[src/rtl/block_locator.sv]
`timescale 1ns/1ps
`default_nettype none
// ============================================================================
//  Module   : block_locator
//  Purpose  : Watches the pixel stream and recovers the bounding box
//             (x, y, width, height) of a solid-colour block.
//             Results update once per frame, with a one-cycle valid strobe.
//  Options  : BLOCK_LOCATOR_CENTROID_EN adds a centroid output.
//             It computes sum_x/count and sum_y/count with restoring dividers.
//             This raises the frame_done -> valid latency to 35 cycles.
//  Revision : 1.0  initial release
// ============================================================================
module block_locator #(
    parameter logic [23:0] COLOR      = 24'hFF_FF_FF,
    parameter int          TOL        = 8,
    parameter int          MIN_PIXELS = 16
) (
    input  logic        clk_in,
    input  logic        rst_in,
    input  logic [10:0] hcount_in,
    input  logic [9:0]  vcount_in,
    input  logic        data_valid_in,
    input  logic [7:0]  red_in,
    input  logic [7:0]  green_in,
    input  logic [7:0]  blue_in,
    input  logic        frame_done_in,
    output logic        valid_out,
    output logic        found_out,
    output logic [10:0] x_out,
    output logic [9:0]  y_out,
    output logic [10:0] width_out,
    output logic [9:0]  height_out,
    output logic [19:0] pixel_count_out,
    output logic [10:0] centroid_x_out,
    output logic [9:0]  centroid_y_out
);

    localparam logic [8:0]  c_tol        = 9'(TOL);
    localparam logic [19:0] c_min_pixels = 20'(MIN_PIXELS);
    localparam logic [19:0] c_count_max  = 20'hF_FFFF;
    localparam logic [10:0] c_min_x_init = 11'd2047;
    localparam logic [9:0]  c_min_y_init = 10'd1023;

    localparam logic [1:0]  c_st_accum   = 2'd0;
    localparam logic [1:0]  c_st_divide  = 2'd1;
    localparam logic [1:0]  c_st_report  = 2'd2;

    // Channel distance in 9 bits so values near 0 or 255 never wrap around
    function automatic logic [8:0] abs_diff(input logic [7:0] a, input logic [7:0] b);
        if (a >= b) begin
            return {1'b0, a} - {1'b0, b};
        end
        return {1'b0, b} - {1'b0, a};
    endfunction

    logic        w_match;
    logic        r_match_q;
    logic [10:0] r_hcount_q;
    logic [9:0]  r_vcount_q;
    logic        r_done_q;

    logic [10:0] r_min_x, r_max_x, w_min_x_nxt, w_max_x_nxt;
    logic [9:0]  r_min_y, r_max_y, w_min_y_nxt, w_max_y_nxt;
    logic [19:0] r_count, w_count_nxt;

    logic [10:0] r_snap_min_x, r_snap_max_x;
    logic [9:0]  r_snap_min_y, r_snap_max_y;
    logic [19:0] r_snap_count;

    logic [1:0]  r_state;
    logic        w_take_snap;
    logic        w_found;

    assign w_match = data_valid_in
                  && (abs_diff(red_in,   COLOR[23:16]) <= c_tol)
                  && (abs_diff(green_in, COLOR[15:8])  <= c_tol)
                  && (abs_diff(blue_in,  COLOR[7:0])   <= c_tol);

    assign w_found = (r_snap_count >= c_min_pixels);

    // Stage 1: register the match decision alongside its coordinates
    always_ff @(posedge clk_in or posedge rst_in) begin
        if (rst_in) begin
            r_match_q  <= 1'b0;
            r_hcount_q <= '0;
            r_vcount_q <= '0;
            r_done_q   <= 1'b0;
        end else begin
            r_match_q  <= w_match;
            r_hcount_q <= hcount_in;
            r_vcount_q <= vcount_in;
            r_done_q   <= frame_done_in;
        end
    end

    // Accumulator update including the current stage-1 pixel; this is also what a snapshot captures
    always_comb begin
        w_min_x_nxt = r_min_x;
        w_max_x_nxt = r_max_x;
        w_min_y_nxt = r_min_y;
        w_max_y_nxt = r_max_y;
        w_count_nxt = r_count;
        if (r_match_q) begin
            if (r_hcount_q < r_min_x) w_min_x_nxt = r_hcount_q;
            if (r_hcount_q > r_max_x) w_max_x_nxt = r_hcount_q;
            if (r_vcount_q < r_min_y) w_min_y_nxt = r_vcount_q;
            if (r_vcount_q > r_max_y) w_max_y_nxt = r_vcount_q;
            if (r_count != c_count_max) w_count_nxt = r_count + 20'd1;
        end
    end

    // Stage 2: accumulate, restarting the frame at every frame close
    always_ff @(posedge clk_in or posedge rst_in) begin
        if (rst_in) begin
            r_min_x <= c_min_x_init;
            r_max_x <= '0;
            r_min_y <= c_min_y_init;
            r_max_y <= '0;
            r_count <= '0;
        end else if (r_done_q) begin
            r_min_x <= c_min_x_init;
            r_max_x <= '0;
            r_min_y <= c_min_y_init;
            r_max_y <= '0;
            r_count <= '0;
        end else begin
            r_min_x <= w_min_x_nxt;
            r_max_x <= w_max_x_nxt;
            r_min_y <= w_min_y_nxt;
            r_max_y <= w_max_y_nxt;
            r_count <= w_count_nxt;
        end
    end

    // Hold the closing frame's statistics until they are reported
    always_ff @(posedge clk_in or posedge rst_in) begin
        if (rst_in) begin
            r_snap_min_x <= '0;
            r_snap_max_x <= '0;
            r_snap_min_y <= '0;
            r_snap_max_y <= '0;
            r_snap_count <= '0;
        end else if (w_take_snap) begin
            r_snap_min_x <= w_min_x_nxt;
            r_snap_max_x <= w_max_x_nxt;
            r_snap_min_y <= w_min_y_nxt;
            r_snap_max_y <= w_max_y_nxt;
            r_snap_count <= w_count_nxt;
        end
    end

`ifdef BLOCK_LOCATOR_CENTROID_EN
    logic [31:0] r_sum_x, r_sum_y, w_sum_x_nxt, w_sum_y_nxt;
    logic [31:0] r_div;
    logic [31:0] r_quo_x, r_quo_y, r_rem_x, r_rem_y;
    logic [5:0]  r_iter;
    logic [32:0] w_rem_sh_x, w_rem_sh_y, w_sub_x, w_sub_y;
    logic        w_div_busy;

    // A frame close that lands while dividing is dropped (no new snapshot)
    assign w_take_snap = r_done_q && (r_state != c_st_divide);
    assign w_div_busy  = (r_state == c_st_divide) && (r_iter != 6'd32);

    assign w_sum_x_nxt = r_sum_x + (r_match_q ? 32'(r_hcount_q) : 32'd0);
    assign w_sum_y_nxt = r_sum_y + (r_match_q ? 32'(r_vcount_q) : 32'd0);

    assign w_rem_sh_x  = {r_rem_x, r_quo_x[31]};
    assign w_rem_sh_y  = {r_rem_y, r_quo_y[31]};
    assign w_sub_x     = w_rem_sh_x - {1'b0, r_div};
    assign w_sub_y     = w_rem_sh_y - {1'b0, r_div};

    // Coordinate sums over matched pixels, cleared at each frame close
    always_ff @(posedge clk_in or posedge rst_in) begin
        if (rst_in) begin
            r_sum_x <= '0;
            r_sum_y <= '0;
        end else if (r_done_q) begin
            r_sum_x <= '0;
            r_sum_y <= '0;
        end else begin
            r_sum_x <= w_sum_x_nxt;
            r_sum_y <= w_sum_y_nxt;
        end
    end

    // Two restoring dividers sharing one divisor and iteration counter
    always_ff @(posedge clk_in or posedge rst_in) begin
        if (rst_in) begin
            r_div   <= '0;
            r_quo_x <= '0;
            r_quo_y <= '0;
            r_rem_x <= '0;
            r_rem_y <= '0;
            r_iter  <= 6'd32;
        end else if (w_take_snap) begin
            r_div   <= {12'd0, w_count_nxt};
            r_quo_x <= w_sum_x_nxt;
            r_quo_y <= w_sum_y_nxt;
            r_rem_x <= '0;
            r_rem_y <= '0;
            r_iter  <= 6'd0;
        end else if (w_div_busy) begin
            r_iter <= r_iter + 6'd1;
            if (!w_sub_x[32]) begin
                r_rem_x <= w_sub_x[31:0];
                r_quo_x <= {r_quo_x[30:0], 1'b1};
            end else begin
                r_rem_x <= w_rem_sh_x[31:0];
                r_quo_x <= {r_quo_x[30:0], 1'b0};
            end
            if (!w_sub_y[32]) begin
                r_rem_y <= w_sub_y[31:0];
                r_quo_y <= {r_quo_y[30:0], 1'b1};
            end else begin
                r_rem_y <= w_rem_sh_y[31:0];
                r_quo_y <= {r_quo_y[30:0], 1'b0};
            end
        end
    end

    // Centroid outputs update only with a found frame
    always_ff @(posedge clk_in or posedge rst_in) begin
        if (rst_in) begin
            centroid_x_out <= '0;
            centroid_y_out <= '0;
        end else if ((r_state == c_st_report) && w_found) begin
            centroid_x_out <= r_quo_x[10:0];
            centroid_y_out <= r_quo_y[9:0];
        end
    end
`else
    assign w_take_snap    = r_done_q;
    assign centroid_x_out = '0;
    assign centroid_y_out = '0;
`endif

    // Control FSM: sequence snapshot -> (divide) -> report, registering the results
    always_ff @(posedge clk_in or posedge rst_in) begin
        if (rst_in) begin
            r_state         <= c_st_accum;
            valid_out       <= 1'b0;
            found_out       <= 1'b0;
            x_out           <= '0;
            y_out           <= '0;
            width_out       <= '0;
            height_out      <= '0;
            pixel_count_out <= '0;
        end else begin
            valid_out <= 1'b0;
            case (r_state)
                c_st_accum: begin
                    if (r_done_q) begin
`ifdef BLOCK_LOCATOR_CENTROID_EN
                        r_state <= c_st_divide;
`else
                        r_state <= c_st_report;
`endif
                    end
                end
                c_st_divide: begin
`ifdef BLOCK_LOCATOR_CENTROID_EN
                    if (r_iter == 6'd32) r_state <= c_st_report;
`else
                    r_state <= c_st_accum;
`endif
                end
                c_st_report: begin
                    valid_out       <= 1'b1;
                    found_out       <= w_found;
                    pixel_count_out <= r_snap_count;
                    if (w_found) begin
                        x_out      <= r_snap_min_x;
                        y_out      <= r_snap_min_y;
                        width_out  <= r_snap_max_x - r_snap_min_x + 11'd1;
                        height_out <= r_snap_max_y - r_snap_min_y + 10'd1;
                    end
                    // A frame close in this cycle was snapshotted; report it next
                    if (r_done_q) begin
`ifdef BLOCK_LOCATOR_CENTROID_EN
                        r_state <= c_st_divide;
`else
                        r_state <= c_st_report;
`endif
                    end else begin
                        r_state <= c_st_accum;
                    end
                end
                default: r_state <= c_st_accum;
            endcase
        end
    end

endmodule
`default_nettype wire

[config.mk]
export PLATFORM = sky130hd
export DESIGN_NAME = block_locator
export DESIGN_NICKNAME = d
export VERILOG_FILES = /design/src/rtl/block_locator.sv
export SDC_FILE = /design/constraint.sdc
export NUM_CORES = 1
export LEC_CHECK = 0
export ABC_AREA = 1
export BUFFER_PORTS_ARGS = -buffer_cell sky130_fd_sc_hd__buf_2
export CAP_MARGIN = 15
export CORE_AREA = 2 2 191 99
export DETAILED_ROUTE_END_ITERATION = 12
export DIE_AREA = 0 0 193 101
export GPL_ROUTABILITY_DRIVEN = 0
export PLACE_DENSITY = 0.82
export RECOVER_POWER = 100
export SYNTH_ARGS = -nofsm -noshare
export SYNTH_HDL_FRONTEND = slang
export SYNTH_SLANG_ARGS = --single-unit
export TNS_END_PERCENT = 20
[constraint.sdc]
create_clock -name clk_in -period 16.2 [get_ports clk_in]
set_input_delay 0 -clock clk_in [delete_from_list [all_inputs] [get_ports clk_in]]
set_output_delay 0 -clock clk_in [all_outputs]
set_load 0.01 [all_outputs]
==> insert_results.sql, run 1 <==
INSERT INTO impl_metrics (metric_group, metric, value, unit) VALUES
('synthesis', 'netlist_instances', '1326', ''),
('timing', 'fin_clk_skew', '0.0125', 'ns'),
('finish', 'layout_commonest_cell', 'sky130_fd_sc_hd__nand2_1', ''),
('detailed_routing', 'vias_per_cell', '5.54', ''),
('timing', 'finalHoldViolations', '0', ''),
('timing', 'setup_total_negative_slack', '0', 'ns'),
('hold_path', 'hp-start', 'hcount_in[5]', ''),
('detailed_routing', 'first_iter_violations', '968', ''),
('cts', 'cts-root-buf', 'sky130_fd_sc_hd__clkbuf_16', ''),
('floorplanning', 'die_area', '19500', 'um2'),
('job', 'max_cap_violations', '7', ''),
('cts', 'clock-sinks', '212', ''),
('finish', 'n_antenna_cell', '0', ''),
('setup_path', 'r2r-start', 'r_match_q$_DFF_PP0_', ''),
('timing', 'timing.fmax', '0.136', 'GHz'),
('global_route', 'initial_antenna_violation_count', '0', ''),
('synthesis', 'synth_enable_flop_cells', '0', ''),
('cts', 'number_of_h_tree_levels', '1', ''),
('global_route', 'grt_remaining_overflow', '0', ''),
('global_route', 'track_usage', '30.1', '%'),
('setup_path', 'worst-path-max-fanout', '134', ''),
('synthesis', 'synth_top_family_by_area', 'simple AND/OR/NAND/NOR gates', ''),
('finish', 'final_cell_mix', 'sky130_fd_sc_hd__nand2_1, sky130_fd_sc_hd__dfrtp_1, sky130_fd_sc_hd__inv_1, sky130_fd_sc_hd__nand3_1, sky130_fd_sc_hd__nor2_1', ''),
('global_route', 'grt_pass1_wl', '44700', 'um'),
('synthesis', 'share_of_cell_area_taken_by_muxes_after_synthesis', '2.02', '%'),
('detailed_routing', 'post-route-drc-count', '0', ''),
('detailed_routing', 'vias', '9341', ''),
('power', 'power_leakage', '6.65', 'nW'),
('placement', 'io_buffer_count', '112', ''),
('timing', 'min_period_over_period', '45.3', '%'),
('synthesis', 'ys_top_cells_by_area', 'sky130_fd_sc_hd__dfrtp_1, sky130_fd_sc_hd__nand2_1, sky130_fd_sc_hd__ha_1, sky130_fd_sc_hd__dfstp_2, sky130_fd_sc_hd__nand3_1', ''),
('synthesis', 'ys_dominant_reg_cell', 'sky130_fd_sc_hd__dfrtp_1', ''),
('power', 'max-vdd-ir-drop', '0.0929', 'mV'),
('setup_path', 'endpoint_kind', 'async pin', ''),
('status', 'run_status', 'finished with violations', ''),
('setup_path', 'worst_endpoint_data_arrival_time', '7.02', 'ns'),
('setup_path', 'worst_setup_path_start_kind', 'input port', ''),
('floorplanning', 'die_height', '101', 'um'),
('timing', 'grt_setup_unrepaired', 'no', ''),
('placement', 'placedCellCount', '1627', ''),
('power', 'p_per_area', '89.2', 'nW/um2'),
('cts', 'cts_inserted_buffers', '19', ''),
('floorplanning', 'die_x', '193', 'um'),
('setup_path', 'critical_path.startpoint', 'rst_in', ''),
('synthesis', 'postSynthRegisterBits', '212', ''),
('synthesis', 'yosys.area_share.simple', '26.4', '%'),
('finish', 'layoutNonFillerInstCount', '1687', ''),
('synthesis', 'postSynth.asyncResetShare', '100', '%'),
('floorplanning', 'pin_count', '134', ''),
('finish', 'final_nets', '1562', ''),
('timing', 'final_max_slew_viol_count', '520', ''),
('placement', 'hpwlAfterDp', '20400', 'um'),
('detailed_routing', 'postRouteWirelength', '28800', 'um'),
('synthesis', 'synth-warning-count', '0', ''),
('synthesis', 'synth_compound_area_share', '4.80', '%'),
('cts', 'worstSkewPairLatency', '0.51', 'ns'),
('hold_path', 'min-delay-path-class', 'input port to register', ''),
('synthesis', 'post_synth_xor_area_fraction', '2.36', '%'),
('timing', 'final_period_minus_worst_setup_slack', '7.34', 'ns'),
('status', 'violations', 'max-capacitance violations, max-slew violations', ''),
('finish', 'drive_above_1_share', '8.71', '%'),
('detailed_routing', 'firstDrtPassIters', '6', ''),
('cts', 'ctsResizeCount', '0', ''),
('timing', 'worst_slew_margin_rel', '-290', '%'),
('synthesis', 'post_synth_fa_ha_maj_area_fraction', '9.02', '%'),
('synthesis', 'yosysTopAreaCell', 'sky130_fd_sc_hd__dfrtp_1', ''),
('cts', 'clk_pin_slew', '0.07', 'ns'),
('timing', 'final_setup_violation_count', '0', ''),
('synthesis', 'yosys.cell_types.count', '36', ''),
('synthesis', 'syn_area_per_cell', '8.39', 'um2'),
('floorplanning', 'core.rowCount', '35', '');
path summary, 6_finish.rpt:
path	endpoint	slack, ns	depth (start not counted)
min reg2reg	x_out[5]$_DFFE_PP0P_	0.48	2
min in group asynchronous	r_hcount_q[3]$_DFF_PP0_	1.87	3
max in group clk_in	r_snap_min_x[1]$_DFFE_PP0P_	11.17	7
max reg2reg	r_snap_min_x[1]$_DFFE_PP0P_	11.17	7
max	pixel_count_out[12]$_DFFE_PP0P_	8.86	4
min	r_hcount_q[5]$_DFF_PP0_	0.12	2
stage by stage:
stage                     hold WS (ns)  util, %  setup WS (ns)  area (um2)  power (mW)
after floorplan                 0.0314        -          10.44       11200       0.604
after global placement           0.108     65.2          13.44       11700       0.623
after detailed placement         0.109     65.2          13.37       11700       0.626
after CTS                        0.109     70.3          13.31       12600        1.12
after global routing             0.117     69.7           7.24       12500        1.15
final                            0.119     69.7           8.86       12500        1.12
cells by family (layout without fill, tap and decap cells):
family,Yosys count,after routing
other cells,1,21
fa+ha+maj,79,79
mux,20,20
simple gates,693,693
buf+inv,193,294
compound gates,98,98
xor+xnor,30,30
flops,212,212
worst max-delay path: stages:
cell                            delay [ns]
sky130_fd_sc_hd__dlygate4sd3_1        0.54
sky130_fd_sc_hd__buf_2                0.13
sky130_fd_sc_hd__clkinvlp_2           3.21
sky130_fd_sc_hd__clkbuf_1             3.03
routing by layer:
metal / GRT usage [%] / vias to the layer above / wire length, um
met5: 0 / - / 0
met4: 5.30 / 0 / 397
met3: 12.4 / 39 / 4120
met2: 36.9 / 502 / 10300
met1: 48.5 / 4346 / 14000
li1: - / 4454 / -
state kept, by name, summed over array words and instances, names as in the netlist, 11 cells and up:
| signal | cells |
|---|---|
| pixel_count_out | 20 |
| r_count | 20 |
| r_snap_count | 20 |
| r_hcount_q | 11 |
| r_max_x | 11 |
| r_min_x | 11 |
| r_snap_max_x | 11 |
| r_snap_min_x | 11 |
| width_out | 11 |
| x_out | 11 |
repair_timing:
action | 4_1_cts | 5_1_grt
hold buffers | 26 | 0
endpoints found under the hold margin | 139 | 0
buffers inserted | 0 | 0
layout make-up:
type	count	area [um2]	share of cell area (%)
Clock inverter	10	156	1.25
Timing Repair Buffer	142	756	6.04
Tap cell	240	300	2.40
Clock buffer	24	504	4.03
Sequential cell	212	5330	42.6
Inverter	118	444	3.55
Multi-Input combinational cell	941	5020	40.1
power breakdown:
group	switching (mW)	internal (mW)	total [mW]
clock network	0.208	0.286	0.494
registers	0.0110	0.538	0.549
logic	0.0472	0.0256	0.0729
Yosys cell counts (3+ instances only):
library cell / instances
sky130_fd_sc_hd__a21oi_1: 24
sky130_fd_sc_hd__buf_1: 8
sky130_fd_sc_hd__buf_2: 10
sky130_fd_sc_hd__buf_4: 23
sky130_fd_sc_hd__clkbuf_1: 33
sky130_fd_sc_hd__dfrtp_1: 191
sky130_fd_sc_hd__dfstp_2: 21
sky130_fd_sc_hd__ha_1: 77
sky130_fd_sc_hd__inv_1: 116
sky130_fd_sc_hd__mux2_2: 20
sky130_fd_sc_hd__nand2_1: 441
sky130_fd_sc_hd__nand2_2: 4
sky130_fd_sc_hd__nand3_1: 100
sky130_fd_sc_hd__nand3b_1: 13
sky130_fd_sc_hd__nand4_1: 42
sky130_fd_sc_hd__nor2_1: 80
sky130_fd_sc_hd__nor2_2: 3
sky130_fd_sc_hd__nor4_1: 3
sky130_fd_sc_hd__o211ai_1: 4
sky130_fd_sc_hd__o21a_1: 3
sky130_fd_sc_hd__o21ai_0: 50
sky130_fd_sc_hd__o21ai_1: 8
sky130_fd_sc_hd__o21bai_1: 4
sky130_fd_sc_hd__xnor2_1: 9
sky130_fd_sc_hd__xor2_1: 21
(Power assumes the default switching activity.)
==> inputs of run 2 (changes only) <==
- ABC_AREA: 1 -> 0
- CORE_AREA: 2 2 191 99 -> 2 2 195 101
- DIE_AREA: 0 0 193 101 -> 0 0 197 103
- PLACE_DENSITY: 0.82 -> 0.76
- clock period: 16.2 -> 7.4 ns (I/O delays scaled with it)
==> insert_results.sql, run 2 <==
INSERT INTO impl_metrics (metric_group, metric, value, unit) VALUES
('placement', 'io_buffer_count', '112', ''),
('timing', 'setup_total_negative_slack', '0', 'ns'),
('cts', 'number_of_h_tree_levels', '1', ''),
('cts', 'cts_tree', 'done', ''),
('cts', 'worstSkewPairLatency', '0.50', 'ns'),
('power', 'max-vdd-ir-drop', '0.149', 'mV'),
('global_route', 'track_usage', '26.6', '%'),
('power', 'power.switching', '0.632', 'mW'),
('detailed_routing', 'firstDrtPassIters', '5', ''),
('status', 'run_status', 'finished with violations', ''),
('detailed_routing', 'post_drt_wl_per_cell', '18.5', 'um'),
('hold_path', 'timing.hold.worst_endpoint', 'r_hcount_q[1]$_DFF_PP0_', ''),
('setup_path', 'worst_setup_path_start_kind', 'register', ''),
('power', 'sequentialPowerShare', '47.9', '%'),
('setup_path', 'timing.critical_path.required', '7.77', 'ns'),
('synthesis', 'syn_area_per_cell', '10.1', 'um2'),
('setup_path', 'critical_path_class', 'register to register', ''),
('global_route', 'initial_antenna_violation_count', '0', ''),
('cts', 'clk_pin_slew', '0.06', 'ns'),
('cts', 'clock_path_buffers', '3', ''),
('finish', 'regArea', '5330', 'um2'),
('synthesis', 'synth-warning-count', '0', ''),
('finish', 'count_of_filler_cells_inserted_in_the_layout', '1580', ''),
('power', 'combPwrFrac', '8.6', '%'),
('synthesis', 'post-synth-top-count-cell', 'sky130_fd_sc_hd__dfrtp_1', ''),
('finish', 'syn_to_final_growth', '14.3', '%'),
('floorplanning', 'pin_count', '134', ''),
('synthesis', 'synth.top_cell.area_share', '44.9', '%'),
('setup_path', 'endpoint_kind', 'register', ''),
('timing', 'grt_setup_unrepaired', 'no', ''),
('power', 'share_clk_of_total_power', '43.5', '%'),
('timing', 'timing.fmax', '0.239', 'GHz'),
('setup_path', 'timing.reg2reg.worst_path_depth', '6', ''),
('setup_path', 'worst-path-max-fanout', '78', ''),
('finish', 'final_cell_mix', 'sky130_fd_sc_hd__dfrtp_1, sky130_fd_sc_hd__nor2_1, sky130_fd_sc_hd__nand2_1, sky130_fd_sc_hd__ha_1, sky130_fd_sc_hd__inv_1', ''),
('global_route', 'grt_remaining_overflow', '0', ''),
('finish', 'layout_commonest_cell', 'sky130_fd_sc_hd__dfrtp_1', ''),
('global_route', 'grt_pass1_wl', '41700', 'um'),
('global_route', 'grt_start_max_net_pins', '114', ''),
('synthesis', 'postSynthRegisterBits', '212', ''),
('detailed_routing', 'postRouteWirelength', '26500', 'um'),
('synthesis', 'yosys.cell_types.count', '58', ''),
('synthesis', 'yosysTopAreaCell', 'sky130_fd_sc_hd__dfrtp_1', ''),
('detailed_routing', 'detail-route-antenna-nets', '0', ''),
('synthesis', 'netlist_instances', '1051', ''),
('timing', 'transition_time_at_the_pin_with_the_least_slew_margin', '4.85', 'ns'),
('cts', 'post_cts_buffers', '0', ''),
('finish', 'final_nets', '1298', ''),
('cts', 'clock-sinks', '212', ''),
('status', 'violations', 'max-capacitance violations, max-slew violations', ''),
('hold_path', 'number_of_cells_traversed_by_the_worst_hold_path', '2', ''),
('synthesis', 'postSynth.asyncResetShare', '100', '%'),
('synthesis', 'ys_top_cells_by_count', 'sky130_fd_sc_hd__dfrtp_1, sky130_fd_sc_hd__nor2_1, sky130_fd_sc_hd__nand2_1', ''),
('floorplanning', 'core_area', '18800', 'um2'),
('job', 'max_cap_violations', '3', ''),
('cts', 'cts_inserted_buffers', '20', ''),
('synthesis', 'synth_enable_flop_cells', '0', ''),
('finish', 'area_of_the_multi_input_gates', '4720', 'um2'),
('placement', 'hpwlAfterDp', '18900', 'um'),
('detailed_routing', 'post-route-drc-count', '0', ''),
('synthesis', 'ys_top_cells_by_area', 'sky130_fd_sc_hd__dfrtp_1, sky130_fd_sc_hd__ha_1, sky130_fd_sc_hd__dfstp_2, sky130_fd_sc_hd__nor2_1, sky130_fd_sc_hd__nand2_1', ''),
('cts', 'ctsResizeCount', '0', ''),
('global_route', 'grt_pass1_vias', '7626', ''),
('timing', 'worst_slew_margin_rel', '-225', '%'),
('setup_path', 'reg2reg_slack', '3.22', 'ns'),
('power', 'p_per_area', '216', 'nW/um2'),
('setup_path', 'r2r-start', 'r_snap_count[12]$_DFFE_PP0P_', ''),
('finish', 'drive_above_1_share', '11.7', '%'),
('synthesis', 'netlist_area', '10700', 'um2'),
('synthesis', 'synth_seq_area_share', '50.0', '%'),
('cts', 'cts-root-buf', 'sky130_fd_sc_hd__clkbuf_16', ''),
('detailed_routing', 'first_iter_violations', '791', ''),
('synthesis', 'ys_dominant_reg_cell', 'sky130_fd_sc_hd__dfrtp_1', ''),
('floorplanning', 'die_height', '103', 'um'),
('setup_path', 'worst_endpoint_data_arrival_time', '4.55', 'ns'),
('floorplanning', 'die_area', '20300', 'um2'),
('floorplanning', 'initial_standard_cell_utilization_of_the_core', '56.6', '%'),
('hold_path', 'min-delay-path-class', 'input port to register', ''),
('timing', 'final_max_slew_viol_count', '282', ''),
('hold_path', 'hp-start', 'hcount_in[1]', ''),
('placement', 'placedCellCount', '1369', ''),
('power', 'internal_power_component', '2.00', 'mW'),
('floorplanning', 'die_x', '197', 'um'),
('finish', 'largestRegisters', 'pixel_count_out: 20 flops, r_count: 20 flops, r_snap_count: 20 flops', ''),
('timing', 'min_period_over_period', '56.4', '%'),
('timing', 'final_setup_violation_count', '0', ''),
('finish', 'layoutNonFillerInstCount', '1431', ''),
('timing', 'finalHoldViolations', '0', ''),
('detailed_routing', 'vias_per_cell', '5.84', ''),
('floorplanning', 'core.rowCount', '36', ''),
('detailed_routing', 'vias', '8356', ''),
('timing', 'fin_clk_skew', '0.0176', 'ns'),
('power', 'switching_share', '24.0', '%'),
('timing', 'final_period_minus_worst_setup_slack', '4.18', 'ns'),
('power', 'power_leakage', '5.73', 'nW'),
('finish', 'n_antenna_cell', '0', ''),
('setup_path', 'terminus_of_the_critical_flop_to_flop_path', 'width_out[10]$_DFFE_PP0P_', '');
-- run 2: cells by family (layout without fill, tap and decap cells) --
| family | count (synthesis) | after routing | share of synthesized area [%] |
|---|---|---|---|
| buffers and inverters | 145 | 258 | 6.24 |
| other | 1 | 21 | 0.0352 |
| AO/OA/AOI/OAI | 259 | 259 | 15.6 |
| AND/OR/NAND/NOR | 301 | 301 | 13.6 |
| multiplexers | 28 | 28 | 2.94 |
| flip-flops | 212 | 212 | 50.0 |
| XOR/XNOR | 26 | 26 | 2.14 |
| adder cells (fa/ha/maj) | 79 | 79 | 9.42 |
-- run 2: power groups by stage --
stage | logic [mW] | clock network (mW) | registers [mW]
floorplan | 0.144 | 0 | 1.28
global placement | 0.222 | 0 | 1.28
detailed placement | 0.226 | 0 | 1.28
CTS | 0.238 | 1.16 | 1.26
global route | 0.256 | 1.21 | 1.27
finish | 0.226 | 1.15 | 1.26
-- run 2: worst max-delay path by stage --
stage	startpoint	endpoint	depth (start not counted)
floorplan	rst_in	found_out$_DFFE_PP0P_	1
global placement	r_min_x[9]$_DFF_PP1_	r_snap_min_x[8]$_DFFE_PP0P_	7
detailed placement	r_min_x[9]$_DFF_PP1_	r_snap_min_x[4]$_DFFE_PP0P_	7
CTS	r_min_x[9]$_DFF_PP1_	r_snap_min_x[4]$_DFFE_PP0P_	7
global route	r_snap_count[12]$_DFFE_PP0P_	width_out[10]$_DFFE_PP0P_	6
finish	r_snap_count[12]$_DFFE_PP0P_	width_out[10]$_DFFE_PP0P_	6
-- run 2: cell type report --
cell class | count | share of cell area, %
Inverter | 76 | 2.35
Clock buffer | 28 | 4.86
Sequential cell | 212 | 43.8
Timing Repair Buffer | 146 | 6.49
Multi-Input combinational cell | 714 | 38.8
Tap cell | 247 | 2.54
Clock inverter | 8 | 1.18
-- run 2: metrics by stage --
| step | util [%] | total power, mW | cell area (um2) | setup slack [ns] | hold slack (ns) |
|---|---|---|---|---|---|
| after floorplan | - | 1.42 | 10700 | 1.64 | 0.0314 |
| after global placement | 60.0 | 1.50 | 11300 | 4.73 | 0.107 |
| after detailed placement | 60.0 | 1.50 | 11300 | 4.67 | 0.109 |
| after CTS | 65.3 | 2.66 | 12300 | 4.60 | 0.123 |
| after global routing | 64.6 | 2.74 | 12200 | 2.70 | 0.132 |
| final | 64.6 | 2.63 | 12200 | 3.22 | 0.142 |
-- run 2: worst max-delay path: stages, from the launching register on --
cell	delay, ns
sky130_fd_sc_hd__dfrtp_1	0.39
sky130_fd_sc_hd__or4_1	0.58
sky130_fd_sc_hd__o41ai_1	0.42
sky130_fd_sc_hd__clkbuf_1	2.08
sky130_fd_sc_hd__nor4_1	0.12
sky130_fd_sc_hd__a311oi_1	0.35
sky130_fd_sc_hd__nand3_1	0.10
-- run 2: repair_timing --
item | 4_1_cts | 5_1_grt
hold endpoints to repair | 121 | 0
hold buffers | 26 | 0
endpoints found under the setup margin | 0 | 0
-- run 2: routing by layer --
| metal | vias up | part of all wire, % | track usage, % |
|---|---|---|---|
| met5 | - | 0 | 0 |
| met2 | 386 | 35 | 32.3 |
| met1 | 4020 | 53 | 45.6 |
| met3 | 23 | 11 | 7.29 |
| met4 | 0 | 1.1 | 3.70 |
| li1 | 3927 | - | - |
